`config.mk`:
```
export PLATFORM = sky130hd
export DESIGN_NAME = rr_mux_4x1
export DESIGN_NICKNAME = d
export VERILOG_FILES = /design/src/rtl/mux_pkg.sv /design/src/rtl/rr_arb4.sv /design/src/rtl/rr_mux_4x1.sv
export SDC_FILE = /design/constraint.sdc
export NUM_CORES = 1
export LEC_CHECK = 0
export CAP_MARGIN = 30
export CORE_ASPECT_RATIO = 0.75
export CORE_UTILIZATION = 32
export CTS_CLUSTER_DIAMETER = 60
export DETAILED_ROUTE_END_ITERATION = 7
export PLACE_DENSITY_LB_ADDON = 0.3
export REMOVE_ABC_BUFFERS = 1
export SLEW_MARGIN = 30
export SYNTH_ARGS = -nofsm -noshare
export SYNTH_HDL_FRONTEND = slang
export SYNTH_SLANG_ARGS = --single-unit
```
`constraint.sdc`:
```
create_clock -name clk -period 3.4 [get_ports clk]
set_input_delay 0.51 -clock clk [delete_from_list [all_inputs] [get_ports clk]]
set_output_delay 0.51 -clock clk [all_outputs]
set_load 0.05 [all_outputs]
```
`src/rtl/mux_pkg.sv`:
```
// Shared channel constants and round-robin helpers for 4-channel arbitrated blocks.
package mux_pkg;

    localparam int NUM_CH = 4;
    localparam int SEL_W  = 2;

    typedef logic [NUM_CH-1:0] ch_mask_t;
    typedef logic [SEL_W-1:0]  ch_sel_t;

    // One-hot grant: first set bit of valid at or after ptr, wrapping 3 -> 0.
    function automatic ch_mask_t rr_pick(input ch_mask_t valid, input ch_sel_t ptr);
        ch_mask_t g;
        ch_sel_t  idx;
        logic     found;
        g     = '0;
        found = 1'b0;
        for (int i = 0; i < NUM_CH; i++) begin
            idx = ptr + ch_sel_t'(i);
            if (!found && valid[idx]) begin
                g[idx] = 1'b1;
                found  = 1'b1;
            end
        end
        return g;
    endfunction

    function automatic ch_sel_t onehot_to_sel(input ch_mask_t oh);
        ch_sel_t s;
        s = '0;
        for (int i = 0; i < NUM_CH; i++) begin
            if (oh[i]) s = s | ch_sel_t'(i);
        end
        return s;
    endfunction

endpackage

```
`src/rtl/rr_arb4.sv`:
```
// Round-robin 4-way arbiter with optional per-channel burst hold.
// Latency: grant is combinational from valid; state updates on the xfer strobe.
// Backpressure: state only advances when the caller reports a transfer.
module rr_arb4
    import mux_pkg::*;
#(
    parameter int BURST_LEN = 1
) (
    input  logic     clk,
    input  logic     rst_n,
    input  ch_mask_t valid,
    input  logic     xfer,
    output ch_mask_t grant,
    output ch_sel_t  grant_sel
);

    localparam logic [8:0] BURST_MAX = 9'(BURST_LEN);
    localparam logic [7:0] FIRST_CNT = (BURST_LEN > 1) ? 8'd1 : 8'd0;

    ch_sel_t    ptr;
    ch_sel_t    last_grant;
    logic [7:0] burst_cnt;
    logic [8:0] cnt_inc;
    logic       hold;

    assign hold      = (burst_cnt != 8'd0) && valid[last_grant];
    assign cnt_inc   = {1'b0, burst_cnt} + 9'd1;
    assign grant     = hold ? (ch_mask_t'(1) << last_grant) : rr_pick(valid, ptr);
    assign grant_sel = onehot_to_sel(grant);

    // A non-held grant starts a new burst, so ptr already points past the
    // bursting channel and needs no update when the burst later ends.
    always_ff @(posedge clk or negedge rst_n) begin
        if (!rst_n) begin
            ptr        <= '0;
            last_grant <= '0;
            burst_cnt  <= '0;
        end else if (xfer) begin
            last_grant <= grant_sel;
            if (hold) begin
                burst_cnt <= (cnt_inc < BURST_MAX) ? cnt_inc[7:0] : 8'd0;
            end else begin
                burst_cnt <= FIRST_CNT;
                ptr       <= grant_sel + 2'd1;
            end
        end else if (burst_cnt != 8'd0 && !valid[last_grant]) begin
            burst_cnt <= '0;
        end
    end

endmodule

```
`src/rtl/rr_mux_4x1.sv`:
```
// 4-to-1 valid/ready merge with round-robin (optionally bursting) arbitration.
// Latency: 1 cycle, registered output, one beat per clock.
// Backpressure: out_ready low holds the output beat and drops all in_ready.
module rr_mux_4x1
    import mux_pkg::*;
#(
    parameter int WIDTH     = 8,
    parameter int BURST_LEN = 1
) (
    input  logic                    clk,
    input  logic                    rst_n,
    input  logic [NUM_CH-1:0]       in_valid,
    input  logic [NUM_CH*WIDTH-1:0] in_data,
    output logic [NUM_CH-1:0]       in_ready,
    output logic                    out_valid,
    output logic [WIDTH-1:0]        out_data,
    output logic [SEL_W-1:0]        out_sel,
    input  logic                    out_ready
);

    logic             load_en;
    logic             xfer;
    ch_mask_t         grant;
    ch_sel_t          grant_sel;
    logic [WIDTH-1:0] grant_dat;

    rr_arb4 #(
        .BURST_LEN (BURST_LEN)
    ) u_arb (
        .clk       (clk),
        .rst_n     (rst_n),
        .valid     (in_valid),
        .xfer      (xfer),
        .grant     (grant),
        .grant_sel (grant_sel)
    );

    assign load_en   = !out_valid || out_ready;
    // Gated by rst_n so no producer sees ready while the block is held in reset.
    assign in_ready  = (rst_n && load_en) ? grant : '0;
    assign xfer      = |(in_valid & in_ready);
    assign grant_dat = in_data[grant_sel*WIDTH +: WIDTH];

    always_ff @(posedge clk or negedge rst_n) begin
        if (!rst_n) begin
            out_valid <= 1'b0;
            out_data  <= '0;
            out_sel   <= '0;
        end else if (xfer) begin
            out_valid <= 1'b1;
            out_data  <= grant_dat;
            out_sel   <= grant_sel;
        end else if (out_ready) begin
            out_valid <= 1'b0;
        end
    end

endmodule
```
Yosys cells after proc, flatten, opt, wreduce, memory -nomap -nowiden
Index checks and enable logic that the tools add are counted.
Widths: inputs -> output; s select.
- register bits after elaboration: 21
- bits in latches: 0
- RAM bits: 0
- bits in read-only memories: 0
- bits of input ports: 39
- output and inout bits: 15
- word-level logic and storage cells: 84
- memories kept: 0
- add/subtract/negate cells: 5
- $mul: 0
- divide/modulo/power cells: 0
- $lt $le $gt $ge: 10
- equality and inequality tests: 0
- shifts and indexed selects: 2
- muxes and demuxes: 36
- bitwise gates (word level): 5
- reduce and logical (&&, ||, !) cells: 21
- operators by type and width (kind ; count):
    $mux 8 ; 4
    $shiftx 32x6->8 ; 1
    $mux 4 ; 6
    $lt 2x3->1 const B ; 5
    $mux 1 ; 15
    $or 4x4->4 ; 3
    $bmux 1 s2 ; 5
    $logic_and 1x1->1 ; 10
    $add 8x1->9 const B ; 1
    $lt 9x1->1 const B ; 1
    $demux 1 s2 ; 4
    $ge 2x1->1 const B ; 4
    $reduce_bool 8->1 ; 1
    $logic_not 1->1 ; 5
    $add 2x1->2 const B ; 2
    $add 2x2->2 const B ; 2
    $and 4x4->4 ; 1
    $mux 2 ; 2
    $reduce_bool 2->1 ; 2
    $reduce_or 4->1 ; 1
    $shl 1x2->4 const A ; 1
    $reduce_and 2->1 ; 1
    $logic_or 1x1->1 ; 1
    $not 1->1 ; 1

Logic depth before layout (Yosys ltp)
- depth in word-level cells: 17
- mapped depth: 12
- mapped depth without buffers: 9

By module
From an unflattened synthesis, not the netlist that was laid out.
- cell total of the unflattened synthesis: 136
- area, all modules: 1671.6 µm²
- modules (own cells, without submodules) (module ; times used ; cells an instance ; area an instance (µm²)):
    rr_arb4 ; 1 ; 94 ; 1012.2
    rr_mux_4x1 ; 1 ; 42 ; 659.4

Least setup slack after synthesis
OpenSTA, ideal clock, no wires.
- path type: register to output
- from: reg u_arb.ptr[0]
- to: out in_ready[1]
- arrival time: 2890 ps
- data required time: 2890 ps
- setup slack: 0 ps
- cell stages (with the launch flop): 10
- cell sequence: dfrtp_1 -> buf_4 -> inv_1 -> ha_1 -> buf_6 -> mux2i_1 -> or3b_1 -> a311o_2 -> a21o_1 -> nor2_1
- word-level cells in the longest chain between the ends: 14
- elaborated cells on any way between the ends: 49
- classes of those cells: add/sub: 3; order compare: 8; mux: 25; bitwise: 3; reduce/logical: 10
- ends and longest elaborated chain (what ; RTL line ; text):
    from (decl) ; rr_arb4.sv:20 ; ch_sel_t ptr;
    from (signal assigned) ; rr_arb4.sv:44 ; ptr <= grant_sel + 2'd1;
    parallel branches: the longest is 11 deep, another holds $lt 2x3->1 ; n/a ;
    $mux 4 * ; mux_pkg.sv:19 ; if (!found && valid[idx]) begin
    $mux 4 * ; rr_arb4.sv:28 ; assign grant = hold ? (ch_mask_t'(1) << last_grant) : rr_pick(valid, ptr);
    $mux 4 * ; rr_mux_4x1.sv:40 ; assign in_ready = (rst_n && load_en) ? grant : '0;
    to (decl) ; rr_mux_4x1.sv:14 ; output logic [NUM_CH-1:0] in_ready,
Every way passes the cells marked *. The select of a mux whose other input is x is not followed.

Worst setup path in the final report
- from: reg u_arb.ptr[1]
- to: out in_ready[3]
Same word-level chain as after synthesis.

==> summary.md <==
| Metric | Value |
|---|---|
| Synth Area in XOR/XNOR | `0` |
| Max stage delay on crit path | `0.47 ns` |
| CTS H-Tree Depth | `1` |
| Largest net degree at the start of global routing | `23` |
| Port-buffer cells | `53` |
| Complex-gate fraction of the synthesized area | `0.308` |
| FF-to-FF setup slack | `0.40 ns` |
| Final Instance Area | `around 2700 µm²` |
| Main combinational cell family by area after synthesis | `compound AO/OA/AOI/OAI gates` |
| Vias in the first global route | `approximately 1700` |
| Max Clk Rate | `roughly 0.31 GHz` |
| Synth Area in Simple Gates | `0.164` |
| Die area | `~6500 µm²` |
| Leak | `0.00110 µW` |
| RSZ-0062 raised after global routing | `false` |
| I/O pin total | `between 50 and 60` |
| Post-Route WL | `between 5 and 6 mm` |
| Clk sink count | `21` |
| GRT Overall Usage | `0.167` |
| CTS Buffer Depth | `2` |
| Area grow syn2layout | `36.6%` |
| Total power | `between 2000 and 3000 µW` |
| Final ANT Viol Nets | `0` |
| Starting Density | `0.335` |
| Worst-margin pin slew | `about 0.77 ns` |
| Crit-path slowest cell | `ha_1` |
| Final Slew Violations | `0` |
| Row count | `24` |
| #FFs+latches synth | `21` |
| Crit-path max FO | `6` |
| CTS tree | `done` |
| Final core occ | `0.458` |
| Main synth FF type | `dfrtp_1` |
| Fin crit share | `0.940` |
| Clock-pin slew on the worst setup and hold paths | `approximately 0.070 ns` |
| Initial antenna violation count | `0` |
| VDD IR-drop max | `around 360 µV` |
| Fin Setup TNS | `0 ns` |
| Layout cell share with drive strength beyond 1 | `0.260` |
| Top cell type's share of synthesized area | `0.266` |
| Mapped Cells | `around 190` |
| Final Skew | `0.00348 ns` |
| Routed WL per cell | `~17 µm` |
| MaxCap Viol Count | `0` |
| Final hold vios | `0` |
| Die Wd | `just over 90 µm` |
| Worst Hold Class | `reg2reg` |
| Startpoint Class | `flop` |
| Drt first pass iters | `4` |
| Critical path type | `reg2out` |
| Antenna Cells | `0` |
| Cell Area, Placed | `between 2000 and 3000 µm²` |
| Remaining Overflow, GRT | `0` |
| Multiplexer share of the synthesized area | `0.115` |
| Delay-heaviest family, CP | `simple AND/OR/NAND/NOR gates` |
| Dpl hpwl | `4.02 mm` |
| Chip height | `between 70 and 80 µm` |
| Cell type with the largest total area after synthesis | `dfrtp_1` |
| Root Driver | `clkbuf_8` |
| Worst setup EP type | `output port` |
| Core Area | `5890 µm²` |
| First DRT Iteration DRCs | `~180` |
| Adder-cell area share of the yosys netlist | `0.0444` |
| Synth area leaders | `dfrtp_1 27%, o32ai_2 6.6%, mux2i_1 5.1%` |
| Clock latency on the worst-skew pair | `around 0.26 ns` |
| Post-layout min period | `between 3 and 4 ns` |
| Cts bufs inserted | `3` |
| Worst-path cell chain | `inv_1 -> ha_1 -> mux4_2 -> nor4b_4 -> nand2_2 -> o211ai_2 -> nand2_1 -> nor2_1 -> buf_12` |
| Final setup fails | `0` |
| Worst Path Buf+Inv | `2` |
| Post-synth EDFFs | `0` |
| PwrDens | `1060 nW/µm²` |
| Final nets | `297` |
| Count of cell types in the netlist | `51` |
| Fillers | `between 500 and 600` |
| Vias post-DR | `around 1700` |
| Rel. slew slack | `0.485` |
| First-pass GRT wire length | `~8.6 mm` |
| Syn avg cell area | `between 10 and 15 µm²` |
| DRC | `0` |
| Status | `complete, no violations` |
| Crit path DAT | `~2.7 ns` |
| Sequential share of the synthesized area | `0.266` |
| RD Place Congestion | `about 0.83` |
| Critical path data required time | `a little under 3 ns` |
| Vias per cell | `approximately 5.3` |
| Post-CTS Hold Buffers | `0` |
| Synthesized area | `roughly 2000 µm²` |
| Synth warn | `0` |
| Ys async rst share | `1.00` |
[worst paths after layout]
path,startpoint,cells after the start,to
setup reg to reg,u_arb.ptr[1],9,out_data[0]
setup / recovery,u_arb.ptr[1],9,in_ready[3]
hold reg to reg,u_arb.burst_cnt[0],2,u_arb.burst_cnt[0]
max in group asynchronous,rst_n,2,u_arb.ptr[0]
min in group asynchronous,rst_n,2,out_data[0]
hold / removal,u_arb.burst_cnt[0],2,u_arb.burst_cnt[0]
[kinds of logic after synthesis]
family	after synthesis
AOI/OAI and AO/OA	62
adders and majority gates	7
buffers and inverters	33
DFF	21
muxes	16
and+or+nand+nor	53
[sequential cells by signal, summed over array words and instances (netlist names)]
name	flops
out_data	8
u_arb.last_grant	2
out_valid	1
u_arb.ptr	2
u_arb.burst_cnt	8
[cells in the final DEF (no fill, tap or decap), drive strengths merged, types with 3 or more instances in the layout]
cell,synthesis,final
buf,15,20
a211oi,10,10
dfrtp,21,21
dlymetal6s2s,0,4
nand2b,5,5
mux4,5,6
clkdlybuf4s50,0,45
o21ai,8,8
mux2i,10,10
or3b,3,3
inv,17,17
clkbuf,1,4
nor2,8,8
o221ai,8,8
o211ai,3,3
a31oi,3,3
nand2,15,15
nor3b,6,6
ha,7,7
o32ai,9,9
and2,10,10
a21oi,8,8
[metrics by stage]
stage,cells,setup slack [ns],hold WS (ns)
6_report,328,0.205,0.519
4_1_cts,326,0.0570,0.527
2_1_floorplan,176,-0.00710,0.214
5_1_grt,328,0.0505,0.542
3_5_place_dp,322,-0.0140,0.512
3_3_place_gp,322,0.0615,0.495
[cell type report]
class                      count  area [µm²]  share of cell area
multi-input combinational    139        1270               0.472
tap                           78        97.6              0.0362
sequential                    21         526               0.195
timing repair buffer          69         688               0.255
clock buffer                   4        45.0              0.0167
inverter                      17        66.3              0.0246
[what timing repair did]
item                       in CTS  in global routing
setup endpoints to repair       0                  1
gates resized for setup         0                  4
buffers inserted                0                  1
[Yosys cell counts, types with 2 or more instances]
| library cell | n |
|---|---|
| o22a_1 | 2 |
| or3b_1 | 2 |
| buf_6 | 7 |
| and2_2 | 8 |
| nor3b_1 | 6 |
| nor2_1 | 8 |
| a211oi_1 | 8 |
| o21ai_2 | 2 |
| nand2_1 | 14 |
| a31oi_1 | 3 |
| mux4_2 | 4 |
| ha_1 | 7 |
| nand2b_1 | 5 |
| a21oi_1 | 5 |
| a21oi_4 | 2 |
| buf_2 | 3 |
| mux2i_1 | 10 |
| a211oi_2 | 2 |
| o21ai_1 | 2 |
| o21ai_0 | 4 |
| o221ai_1 | 8 |
| o22ai_1 | 2 |
| dfrtp_1 | 21 |
| inv_1 | 16 |
| o211ai_2 | 3 |
| o32ai_2 | 8 |
| buf_4 | 5 |
| nor3_1 | 2 |
[worst reg2reg max path, cell delays in order (launching register included)]
cell	delay (ns)
dfrtp_1	0.35
inv_1	0.09
ha_1	0.47
mux4_2	0.47
inv_4	0.12
o211ai_2	0.09
a31o_1	0.23
a22oi_1	0.63
o221ai_1	0.23
o32ai_2	0.24
[power by group]
part	internal (µW)	switching, µW	total (µW)
Combinational	959	1340	2300
Clock	83.4	78.6	162
Sequential	332	63.5	396
Total	1370	1480	2860
[per-layer routing]
| layer | global-route usage | part of all wire |
|---|---|---|
| met3 | 0.0359 | 0.079 |
| met2 | 0.253 | 0.44 |
| met1 | 0.254 | 0.48 |
| met4 | 0.0103 | 0.0015 |
| met5 | 0 | 0 |
(Power assumes the default switching activity.)
